[src/rtl/viterbi_decoder_if.sv]
// -----------------------------------------------------------------------------
// viterbi_decoder_if
//   Symbol-in / bit-out bus of the K=3 rate-1/2 hard-decision Viterbi decoder.
//
//   sym_valid : sym is accepted on this clk_div2 edge when high (no backpressure)
//   sym[1:0]  : received code symbol, sym[1] = g0 bit, sym[0] = g1 bit
//   out_valid : single-cycle pulse, out_bit carries a decoded data bit
//   out_bit   : decoded data bit (holds between pulses)
//
//   master : symbol source (upstream deserializer / testbench)
//   slave  : the decoder
// -----------------------------------------------------------------------------
interface viterbi_decoder_if;
  logic       sym_valid;
  logic [1:0] sym;
  logic       out_valid;
  logic       out_bit;

  modport master (
    output sym_valid,
    output sym,
    input  out_valid,
    input  out_bit
  );

  modport slave (
    input  sym_valid,
    input  sym,
    output out_valid,
    output out_bit
  );
endinterface

[src/rtl/viterbi_decoder.sv]
// -----------------------------------------------------------------------------
// viterbi_decoder
//   Hard-decision Viterbi decoder for the rate-1/2, K=3 convolutional code
//   with generators g0=111, g1=101. One code symbol per accepted clk_div2
//   edge; one decoded bit per accept once TB_DEPTH symbols have been seen.
//
//   Architecture: 4-state add-compare-select array, path metrics normalised
//   to a minimum of zero on every update, register-exchange survivors.
//
// Parameters
//   TB_DEPTH : survivor length in symbols, equals the decode latency
//   METRIC_W : path metric width, must be >= 4
//
// Ports
//   clk_div2 : symbol clock, all logic on the rising edge
//   rst_n    : synchronous active-low reset, priority over sym_valid
//   bus      : viterbi_decoder_if.slave (sym_valid, sym, out_valid, out_bit)
//
// Trellis: state = {s1,s0} = {previous input, input before that}.
//   From {a,b}, input x goes to {x,a} and emits {x^a^b, x^b}.
//   State n = {x,a} therefore has predecessors {a,0} and {a,1}.
// -----------------------------------------------------------------------------
module viterbi_decoder #(
  parameter int TB_DEPTH = 15,
  parameter int METRIC_W = 6
) (
  input  logic               clk_div2,
  input  logic               rst_n,
  viterbi_decoder_if.slave   bus
);

  localparam int CNT_W = $clog2(TB_DEPTH + 1);
  localparam logic [CNT_W-1:0]    FILL_FULL = CNT_W'(TB_DEPTH);
  // Unreached states start far from state 00 so that the first few symbols
  // are decoded as if the encoder started in the all-zero state.
  localparam logic [METRIC_W-1:0] PM_INIT = {1'b1, {(METRIC_W-1){1'b0}}};

  // ---------------------------------------------------------------------------
  // State
  // ---------------------------------------------------------------------------
  logic [METRIC_W-1:0] pm_q [4];
  logic [TB_DEPTH-1:0] sv_q [4];
  logic [CNT_W-1:0]    fill_cnt_q;
  logic                out_valid_q;
  logic                out_bit_q;

  // ---------------------------------------------------------------------------
  // Helpers
  // ---------------------------------------------------------------------------
  // Expected code symbol leaving predecessor state `pred` with input x.
  function automatic logic [1:0] exp_sym(input logic [1:0] pred, input logic x);
    return {x ^ pred[1] ^ pred[0], x ^ pred[0]};
  endfunction

  // Hamming distance between two 2-bit symbols (0..2).
  function automatic logic [1:0] branch_metric(input logic [1:0] a, input logic [1:0] b);
    logic [1:0] d;
    d = a ^ b;
    return {1'b0, d[1]} + {1'b0, d[0]};
  endfunction

  // ---------------------------------------------------------------------------
  // Add-compare-select, normalisation, survivor exchange, best state
  // ---------------------------------------------------------------------------
  logic [METRIC_W:0]   cand    [4][2];
  logic                sel     [4];
  logic [METRIC_W:0]   pm_acs  [4];
  logic [METRIC_W:0]   pm_min;
  logic [METRIC_W-1:0] pm_next [4];
  logic [TB_DEPTH-1:0] sv_next [4];
  logic [1:0]          best_state;

  always_comb begin
    // NOTE: every combinational output gets a default before any conditional
    // assignment, so no path through the block leaves a latch behind.
    pm_min     = '1;
    best_state = 2'd0;
    for (int n = 0; n < 4; n++) begin
      cand[n][0] = '0;
      cand[n][1] = '0;
      sel[n]     = 1'b0;
      pm_acs[n]  = '0;
      pm_next[n] = '0;
      sv_next[n] = '0;
    end

    // ACS: predecessor b lives at index {n[0], b}; input bit x is n[1].
    for (int n = 0; n < 4; n++) begin
      for (int b = 0; b < 2; b++) begin
        cand[n][b] = {1'b0, pm_q[2*(n%2)+b]}
                   + (METRIC_W+1)'(branch_metric(bus.sym, exp_sym(2'(2*(n%2)+b), n[1])));
      end
      // Strict less-than: on a tie the b=0 predecessor wins.
      sel[n]    = (cand[n][1] < cand[n][0]);
      pm_acs[n] = sel[n] ? cand[n][1] : cand[n][0];
    end

    for (int n = 0; n < 4; n++) begin
      if (pm_acs[n] < pm_min) pm_min = pm_acs[n];
    end

    // After subtracting the minimum every metric fits back into METRIC_W bits.
    for (int n = 0; n < 4; n++) begin
      pm_next[n] = METRIC_W'(pm_acs[n] - pm_min);
      sv_next[n] = {sv_q[2*(n%2) + (sel[n] ? 1 : 0)][TB_DEPTH-2:0], n[1]};
    end

    // Lowest index with a zero stored metric; scan downwards so index 0 wins.
    for (int n = 3; n >= 0; n--) begin
      if (pm_q[n] == '0) best_state = 2'(n);
    end
  end

  // ---------------------------------------------------------------------------
  // Registers
  // ---------------------------------------------------------------------------
  always_ff @(posedge clk_div2) begin
    if (!rst_n) begin
      // NOTE: the metric and survivor arrays are reset explicitly because a
      // mid-stream reset must discard all history, not just the counters.
      for (int n = 0; n < 4; n++) begin
        pm_q[n] <= (n == 0) ? '0 : PM_INIT;
        sv_q[n] <= '0;
      end
      fill_cnt_q  <= '0;
      out_valid_q <= 1'b0;
      out_bit_q   <= 1'b0;
    end else if (bus.sym_valid) begin
      // NOTE: state updates use non-blocking assignments, so the output path
      // below reads the pre-update survivors and metrics of this same edge.
      for (int n = 0; n < 4; n++) begin
        pm_q[n] <= pm_next[n];
        sv_q[n] <= sv_next[n];
      end
      if (fill_cnt_q != FILL_FULL) fill_cnt_q <= fill_cnt_q + 1'b1;
      out_valid_q <= (fill_cnt_q == FILL_FULL);
      if (fill_cnt_q == FILL_FULL) out_bit_q <= sv_q[best_state][TB_DEPTH-1];
    end else begin
      out_valid_q <= 1'b0;
    end
  end

  assign bus.out_valid = out_valid_q;
  assign bus.out_bit   = out_bit_q;

endmodule

[src/flat_wrapper.sv]
// flat-port wrapper written by rule: the top's interface ports become plain ports
module viterbi_decoder_flat 
#(
  parameter int TB_DEPTH = 15,
  parameter int METRIC_W = 6
)
  (clk_div2, rst_n, bus_sym_valid, bus_sym, bus_out_valid, bus_out_bit);
  viterbi_decoder_if bus_i ();
  input  logic clk_div2;
  input  logic rst_n;
  input wire logic [$bits(bus_i.sym_valid)-1:0] bus_sym_valid;
  input wire logic [$bits(bus_i.sym)-1:0] bus_sym;
  output wire logic [$bits(bus_i.out_valid)-1:0] bus_out_valid;
  output wire logic [$bits(bus_i.out_bit)-1:0] bus_out_bit;
  assign bus_i.sym_valid = bus_sym_valid;
  assign bus_i.sym = bus_sym;
  assign bus_out_valid = bus_i.out_valid;
  assign bus_out_bit = bus_i.out_bit;
  viterbi_decoder #(.TB_DEPTH(TB_DEPTH), .METRIC_W(METRIC_W)) u_core (.clk_div2(clk_div2), .rst_n(rst_n), .bus(bus_i));
endmodule
[config.mk]
export PLATFORM = sky130hd
export DESIGN_NAME = viterbi_decoder_flat
export DESIGN_NICKNAME = d
export VERILOG_FILES = /design/src/rtl/viterbi_decoder_if.sv /design/src/rtl/viterbi_decoder.sv /design/src/flat_wrapper.sv
export SDC_FILE = /design/constraint.sdc
export NUM_CORES = 1
export LEC_CHECK = 0
export CORE_MARGIN = 10
export CORE_UTILIZATION = 35
export DETAILED_ROUTE_END_ITERATION = 10
export PLACE_DENSITY = 0.49
export SYNTH_ARGS = -nofsm -noshare
export SYNTH_HDL_FRONTEND = slang
export SYNTH_SLANG_ARGS = --single-unit
[constraint.sdc]
create_clock -name clk_div2 -period 13.3 [get_ports clk_div2]
set_input_delay 1.995 -clock clk_div2 [delete_from_list [all_inputs] [get_ports clk_div2]]
set_output_delay 1.995 -clock clk_div2 [all_outputs]
set_load 0.05 [all_outputs]
==> summary.md, run 1 <==
| Metric | Value |
|---|---|
| Status | finished clean |
| Layout Nets | about 950 |
| Cell variety after synth | just over 90 |
| Die W | approximately 170 um |
| Reg2reg start | u_core.pm_q[0][1] |
| # IOs | 7 |
| Tot GR Track Use | 16.0% |
| Worst stage delay on the critical path | approximately 650 ps |
| Startpoint types | input pin |
| Largest net degree at the start of global routing | 70 |
| Initial Utilization | a little over a third |
| Clock period minus final worst setup slack | about 12000 ps |
| Post-Syn Area per Cell | 8.93 sq um |
| Die area | just under 30000 sq um |
| Die Y | around 170 um |
| CTS root buf | clkbuf_16 |
| Worst EP required | around 13000 ps |
| Initial antenna violation count | 0 |
| Row Count | 54 |
| Vias per inst | 5.71 |
| H-tree Lvls | 3 |
| Max-slew violations | 0 |
| Initial DRT Pass Iterations | 6 |
| Syn Nets | roughly 950 |
| CP Capture Type | flip-flop |
| Hold Path Class | flip-flop to flip-flop |
| Clock slew at reported path FFs | roughly 70 ps |
| Cts hold-fix bufs | 0 |
| WL/cell | ~20 um |
| Post-synthesis instance area | approximately 7900 sq um |
| Layout cells sized above 1 | under 10% |
| Total CTS buffers | 9 |
| # DRC | 0 |
| Crit path max-delay cell type | o31ai_2 |
| Crit path max fanout | 22 |
| Cells after Synth | a little under 900 |
| #FFs+latches synth | 86 |
| Crit Path Class | input pin to flip-flop |
| Final hold vios | 0 |
| Layout area overhead | 8.99% |
| Max Freq | about 0.08 GHz |
| Max Cap Viol | 0 |
| GPL Wtd Cong | slightly below 1 |
| RR Endpoint | u_core.pm_q[0][23] |
| Post-synth EDFFs | roughly 80 |
| DP Wirelength | roughly 18 mm |
| Initial drt markers | 733 |
| Post-synthesis sequential area ratio | between 30% and 40% |
| Worst skew pair latency | around 350 ps |
| Worst-Margin Slew | ~1100 ps |
| Gr ovfl total | 0 |
| Post-CTS Setup Bufs | 0 |
| Period utilisation layout | between 90% and 100% |
| Most frequent cells in the layout | nand2_1, nor2_1, edfxtp_1 |
| Via count of the first global-routing pass | approximately 6200 |
| R2R Setup Slk | approximately 3100 ps |
| Clock Path Buffers | 2 |
| TNS Setup | 0 ps |
| WL final | 23.2 mm |
| Worst-case hold path end point | u_core.fill_cnt_q[1] |
| Core area | roughly 22000 sq um |
| Hold Path Depth | 2 |
| Most common cell after layout, fill and taps aside | nand2_1 |
| Antenna Cells | 0 |
| WP data arrival | roughly 12000 ps |
| Hold_sp | u_core.fill_cnt_q[1] |
| Top FF cell, synth | edfxtp_1 |
| First-pass GRT wire length | ~36 mm |
| Async SR Flop Fraction | 0% |
| CTS Sinks | 86 |
| RSZ-0062 raised after global routing | no |
| CTS tree | built |
| Warnings, synthesis | 0 |
| Vias | 6647 |
| Final antenna-violating net count | 0 |
| Final Setup Violations | 0 |
| Post-CTS Resized | 0 |
| IO Port Bufs | 6 |
| Worst R2R Path Depth | 38 |
| Relative slew slack | about 25% |
| Final setup skew | ~13 ps |
-- synthesized netlist by cell type, types with 4 or more instances --
cell,instances,share of area [%]
nor3_1,8,0.51
edfxtp_1,79,30
o211ai_1,10,0.95
o21ai_0,36,2.3
nand2_1,100,4.8
dfxtp_1,7,1.8
clkbuf_1,18,0.86
a21o_1,21,2.0
or3_1,4,0.32
a22oi_1,7,0.67
xnor2_1,30,3.3
mux2i_1,42,5.3
xor2_1,20,2.2
nor4_1,5,0.40
fa_1,4,1.0
a21oi_1,74,4.7
a31oi_1,10,0.80
o22ai_1,4,0.32
and3_1,13,1.0
nand4_1,7,0.56
nand3_1,40,2.5
a211oi_1,6,0.57
mux2_2,12,1.7
inv_1,41,2.0
o221ai_1,4,0.45
o31ai_1,9,0.86
buf_1,5,0.24
and2_1,6,0.48
o21a_1,7,0.67
nor2_1,87,4.2
ha_1,59,9.4
nor2b_1,6,0.48
nand2b_1,7,0.56
o32ai_1,4,0.45
-- state kept, by name, indices dropped and copies added (netlist names) --
name	flops
u_core.bus.out_bit	1
u_core.sv_q	56
u_core.bus.out_valid	1
u_core.fill_cnt_q	4
u_core.pm_q	24
-- per-layer routing --
metal / up-vias / wire, um / GRT usage, %
met5: - / 0 / 0
met4: 0 / 404 / 4.01
met3: 28 / 1240 / 3.08
met2: 185 / 10200 / 24.7
met1: 3161 / 11300 / 22.4
li1: 3273 / - / -
-- final cells by class --
| cell class | instances | area [sq um] |
|---|---|---|
| fill | 2180 | 13400 |
| multi-input combinational | 720 | 5080 |
| sequential | 86 | 2510 |
| tap | 280 | 350 |
| clock buffer | 9 | 225 |
| timing repair buffer | 21 | 173 |
| inverter | 41 | 154 |
| clock inverter | 7 | 72.6 |
-- worst max-delay path by stage --
stage	start	end	slack, ps	depth (start not counted)
finish	bus_sym[0]	u_core.pm_q[0][23]	980	41
detailed placement	bus_sym[0]	u_core.pm_q[0][23]	50	41
global route	bus_sym[0]	u_core.pm_q[0][23]	60	41
global placement	bus_sym[0]	u_core.pm_q[0][23]	20	41
CTS	bus_sym[0]	u_core.pm_q[0][23]	420	41
floorplan	bus_sym[0]	u_core.pm_q[0][10]	2890	41
-- per-stage QoR --
stage | area (sq um) | util, % | hold WS [ps] | setup WS, ps | std cells
3_3_place_gp | 8260 | 37.6 | 472 | 22.5 | 1148
2_1_floorplan | 7860 | - | 453 | 2890 | 880
4_1_cts | 8560 | 39.0 | 480 | 425 | 1164
5_1_grt | 8570 | 39.0 | 538 | 64.2 | 1164
6_report | 8570 | 39.0 | 476 | 980 | 1164
3_5_place_dp | 8260 | 37.6 | 470 | 52.0 | 1148
-- logic make-up after synthesis --
| group | after synthesis | synth area share [%] |
|---|---|---|
| buf+inv | 74 | 4.03 |
| compound gates | 248 | 22.0 |
| xor+xnor | 53 | 6.19 |
| simple gates | 295 | 17.2 |
| mux | 57 | 7.72 |
| fa+ha+maj | 67 | 10.9 |
| flops | 86 | 32.0 |
-- worst max-delay path, delay by kind of cell --
family	cells	cell delay (ps)
AO/OA/AOI/OAI	20	5790
adder cells (fa/ha/maj)	7	2250
XOR/XNOR	1	280
buffers and inverters	3	710
AND/OR/NAND/NOR	10	1310
Power of run 1 is left out: the tool's default activity adds up to more than one toggle a clock period on the data nets, which glitch-free logic cannot reach.
==> inputs of run 2 (changes only) <==
--- a/config.mk
+++ b/config.mk
@@ -5,8 +5,10 @@
 export SDC_FILE = /design/constraint.sdc
 export NUM_CORES = 1
 export LEC_CHECK = 0
+export ABC_AREA = 1
 export CORE_MARGIN = 10
 export CORE_UTILIZATION = 35
+export CTS_CLUSTER_SIZE = 30
 export DETAILED_ROUTE_END_ITERATION = 10
 export PLACE_DENSITY = 0.49
 export SYNTH_ARGS = -nofsm -noshare
==> run 2 against run 1 <==
  * Clock skew down 7.0 ps
  * Maximum frequency grew 11%
  * Via count is 7.1% lower
  * Worst hold slack better by 12 ps
  * Core utilization down 0.41 points
  * Sequential share of layout area grew 2.5 points
  * Final area fell by 7.9%
  * Final cell count increased by 9.2%
  * Clock-buffer cell count unchanged
  * Area after synthesis is 6.9% lower
  * Non-clock buffer count down 12
  * Routed wire length shrank 15%
==> summary.md, run 2 <==
| Metric | Value |
|---|---|
| Final setup skew | 6.15 ps (was 13.1 ps) |
| Cells after Synth | 1007 (was 880) |
| Die W | 165 um (was 170 um) |
| Crit path max fanout | 22 (unchanged) |
| Cell variety after synth | 41 (was 92) |
| Synth Area in XOR/XNOR | 3.47% (was 6.19%) |
| Initial DRT Pass Iterations | 5 (was 6) |
| Async SR Flop Fraction | 0% (unchanged) |
| Yosys top cell area share | 32.4% (was 30.2%) |
| WHS | 488 ps (was 476 ps) |
| Synth top area cells | edfxtp_1, nand2_1, ha_1, nor2_1, nand3_1 (was edfxtp_1, ha_1, mux2i_1, nand2_1, a21oi_1) |
| Relative slew slack | 30.3% (was 24.7%) |
| # fillers | 2173 (was 2180) |
| Synth cell count leaders | nand2_1, nor2_1, inv_1 (was nand2_1, nor2_1, edfxtp_1) |
| GPL Wtd Cong | 0.976 (was 0.960) |
| Compound-Gate Fraction of Synth Area | 11.1% (was 22.0%) |
| Layout cells sized above 1 | 6.19% (was 9.62%) |
| Post-synthesis instance area | 7320 sq um (was 7860 sq um) |
| Dpl ws | 1760 ps (was 52.0 ps) |
| Post-synthesis sequential area ratio | 34.3% (was 32.0%) |
| DP Wirelength | 15.5 mm (was 17.8 mm) |
| Period utilisation layout | 83.3% (was 92.6%) |
| Buf/Inv on CP | 12 (was 3) |
| # DRC | 0 (unchanged) |
| Final hold vios | 0 (unchanged) |
| TNS Setup | 0 ps (unchanged) |
| Final worst slack | 2220 ps (was 980 ps) |
| Vias | 6172 (was 6647) |
| Cts hold-fix bufs | 0 (unchanged) |
| Tot GR Track Use | 14.9% (was 16.0%) |
| Post-Place Cells | 1255 (was 1148) |
| Top FF cell, synth | edfxtp_1 (unchanged) |
| RSZ-0062 raised after global routing | no (unchanged) |
| WL/cell | 15.5 um (was 19.9 um) |
| Clock Path Buffers | 2 (unchanged) |
| Max Freq | 0.0903 GHz (was 0.0812 GHz) |
| Footprint of the multi-input gates | 4150 sq um (was 5080 sq um) |
| Startpoint types | input pin (unchanged) |
| Max-slew violations | 0 (unchanged) |
| Antenna Cells | 0 (unchanged) |
| Warnings, synthesis | 0 (unchanged) |
| Worst-Margin Slew | 1030 ps (was 1120 ps) |
| Clock period minus final worst setup slack | 11080 ps (was 12320 ps) |
| Count leader, synth | nand2_1 (unchanged) |
| #FFs+latches synth | 86 (unchanged) |
| First-pass GRT wire length | 31.7 mm (was 36.0 mm) |
| CP Capture Type | flip-flop (unchanged) |
| H-tree Lvls | 3 (unchanged) |
| Post-Syn Area per Cell | 7.27 sq um (was 8.93 sq um) |
| Post-CTS Setup Bufs | 0 (unchanged) |
| WP data arrival | 11170 ps (was 12390 ps) |
| Initial antenna violation count | 0 (unchanged) |
| Vias per inst | 4.86 (was 5.71) |
| Row Count | 52 (was 54) |
| Crit path max-delay cell type | o21ai_0 (was o31ai_2) |
| Post-CTS Resized | 0 (unchanged) |
| Combinational family with the most area after synthesis | simple AND/OR/NAND/NOR gates (was compound AO/OA/AOI/OAI gates) |
| Final Setup Violations | 0 (unchanged) |
| Final antenna-violating net count | 0 (unchanged) |
| CTS root buf | clkbuf_16 (unchanged) |
| Top flop regs | u_core.sv_q x56, u_core.pm_q x24, u_core.fill_cnt_q x4 (unchanged) |
| Critical path's top delay family | compound AO/OA/AOI/OAI gates (unchanged) |
| Post-synthesis mux area share | 0% (was 7.72%) |
| Layout Nets | 1064 (was 947) |
| Gr ovfl total | 0 (unchanged) |
| CTS Sinks | 86 (unchanged) |
| Crit Path Class | input pin to flip-flop (unchanged) |
| Total CTS buffers | 9 (unchanged) |
| Most flops, register | u_core.sv_q (unchanged) |
| Hold Path Class | flip-flop to flip-flop (unchanged) |
| Largest net degree at the start of global routing | 63 (was 70) |
| Die area | 27100 sq um (was 28900 sq um) |
| IO Port Bufs | 6 (unchanged) |
| Final Instance Count excl. Fillers | 1271 (was 1164) |
| Syn Nets | 1075 (was 948) |
| Max reg flops | 56 (unchanged) |
| Layout area overhead | 7.76% (was 8.99%) |
| Max Cap Viol | 0 (unchanged) |
| Status | finished clean (unchanged) |
| Post-synth EDFFs | 79 (unchanged) |
| Via count of the first global-routing pass | 5788 (was 6163) |
| Reg area | 2510 sq um (unchanged) |
| CTS tree | built (unchanged) |
| Core area | 20400 sq um (was 22000 sq um) |
| Worst EP required | 13390 ps (was 13370 ps) |
| Initial drt markers | 416 (was 733) |
| Synth Area in Adders | 11.2% (was 10.9%) |
| Clock slew at reported path FFs | 70 ps (about the same) |
| Area leader, netlist | edfxtp_1 (unchanged) |
| Worst skew pair latency | 340 ps (was 350 ps) |
| Worst stage delay on the critical path | 610 ps (was 650 ps) |
| # IOs | 7 (unchanged) |
| WL final | 19.6 mm (was 23.2 mm) |
| Die Y | 165 um (was 170 um) |
| Most common cell after layout, fill and taps aside | nand2_1 (unchanged) |
| Initial Utilization | 35.8% (about the same) |
| Most frequent cells in the layout | nand2_1, nor2_1, inv_1 (was nand2_1, nor2_1, edfxtp_1) |
| Area share of and/or/nand/nor cells after synthesis | 30.7% (was 17.2%) |
==> run 2: cell families after synthesis <==
logic type / count (synthesis)
adder cells (fa/ha/maj): 63
AND/OR/NAND/NOR: 513
XOR/XNOR: 29
AO/OA/AOI/OAI: 150
buffers and inverters: 166
flip-flops: 86
==> run 2: final cells by class <==
type,count,share of cell area [%]
Multi-Input combinational cell,755,52.5
Sequential cell,86,31.8
Inverter,135,6.42
Tap cell,270,4.28
Clock buffer,9,2.85
Timing Repair Buffer,9,1.05
Clock inverter,7,0.999
==> run 2: through the flow <==
step / utilization, % / cell area [sq um]
2_1_floorplan: - / 7320
3_3_place_gp: 37.1 / 7580
3_5_place_dp: 37.1 / 7580
4_1_cts: 38.6 / 7890
5_1_grt: 38.6 / 7890
6_report: 38.6 / 7890
==> run 2: path summary, 6_finish.rpt <==
kind / startpoint / end / slack (ps) / cells past startpoint
hold reg to reg: u_core.fill_cnt_q[0] / u_core.fill_cnt_q[0] / 490 / 1
setup reg to reg: u_core.pm_q[0][18] / u_core.pm_q[0][23] / 4550 / 42
setup / recovery: bus_sym[0] / u_core.pm_q[0][23] / 2220 / 46
hold / removal: u_core.fill_cnt_q[0] / u_core.fill_cnt_q[0] / 490 / 1
==> run 2: per-layer routing <==
layer	track usage, %	up-vias	wire length (um)
met5	0	-	0
met4	2.70	0	88
met3	2.56	6	891
met2	23.6	109	8840
met1	21.0	2772	9820
li1	-	3285	-
Power of run 2 is left out for the same reason.
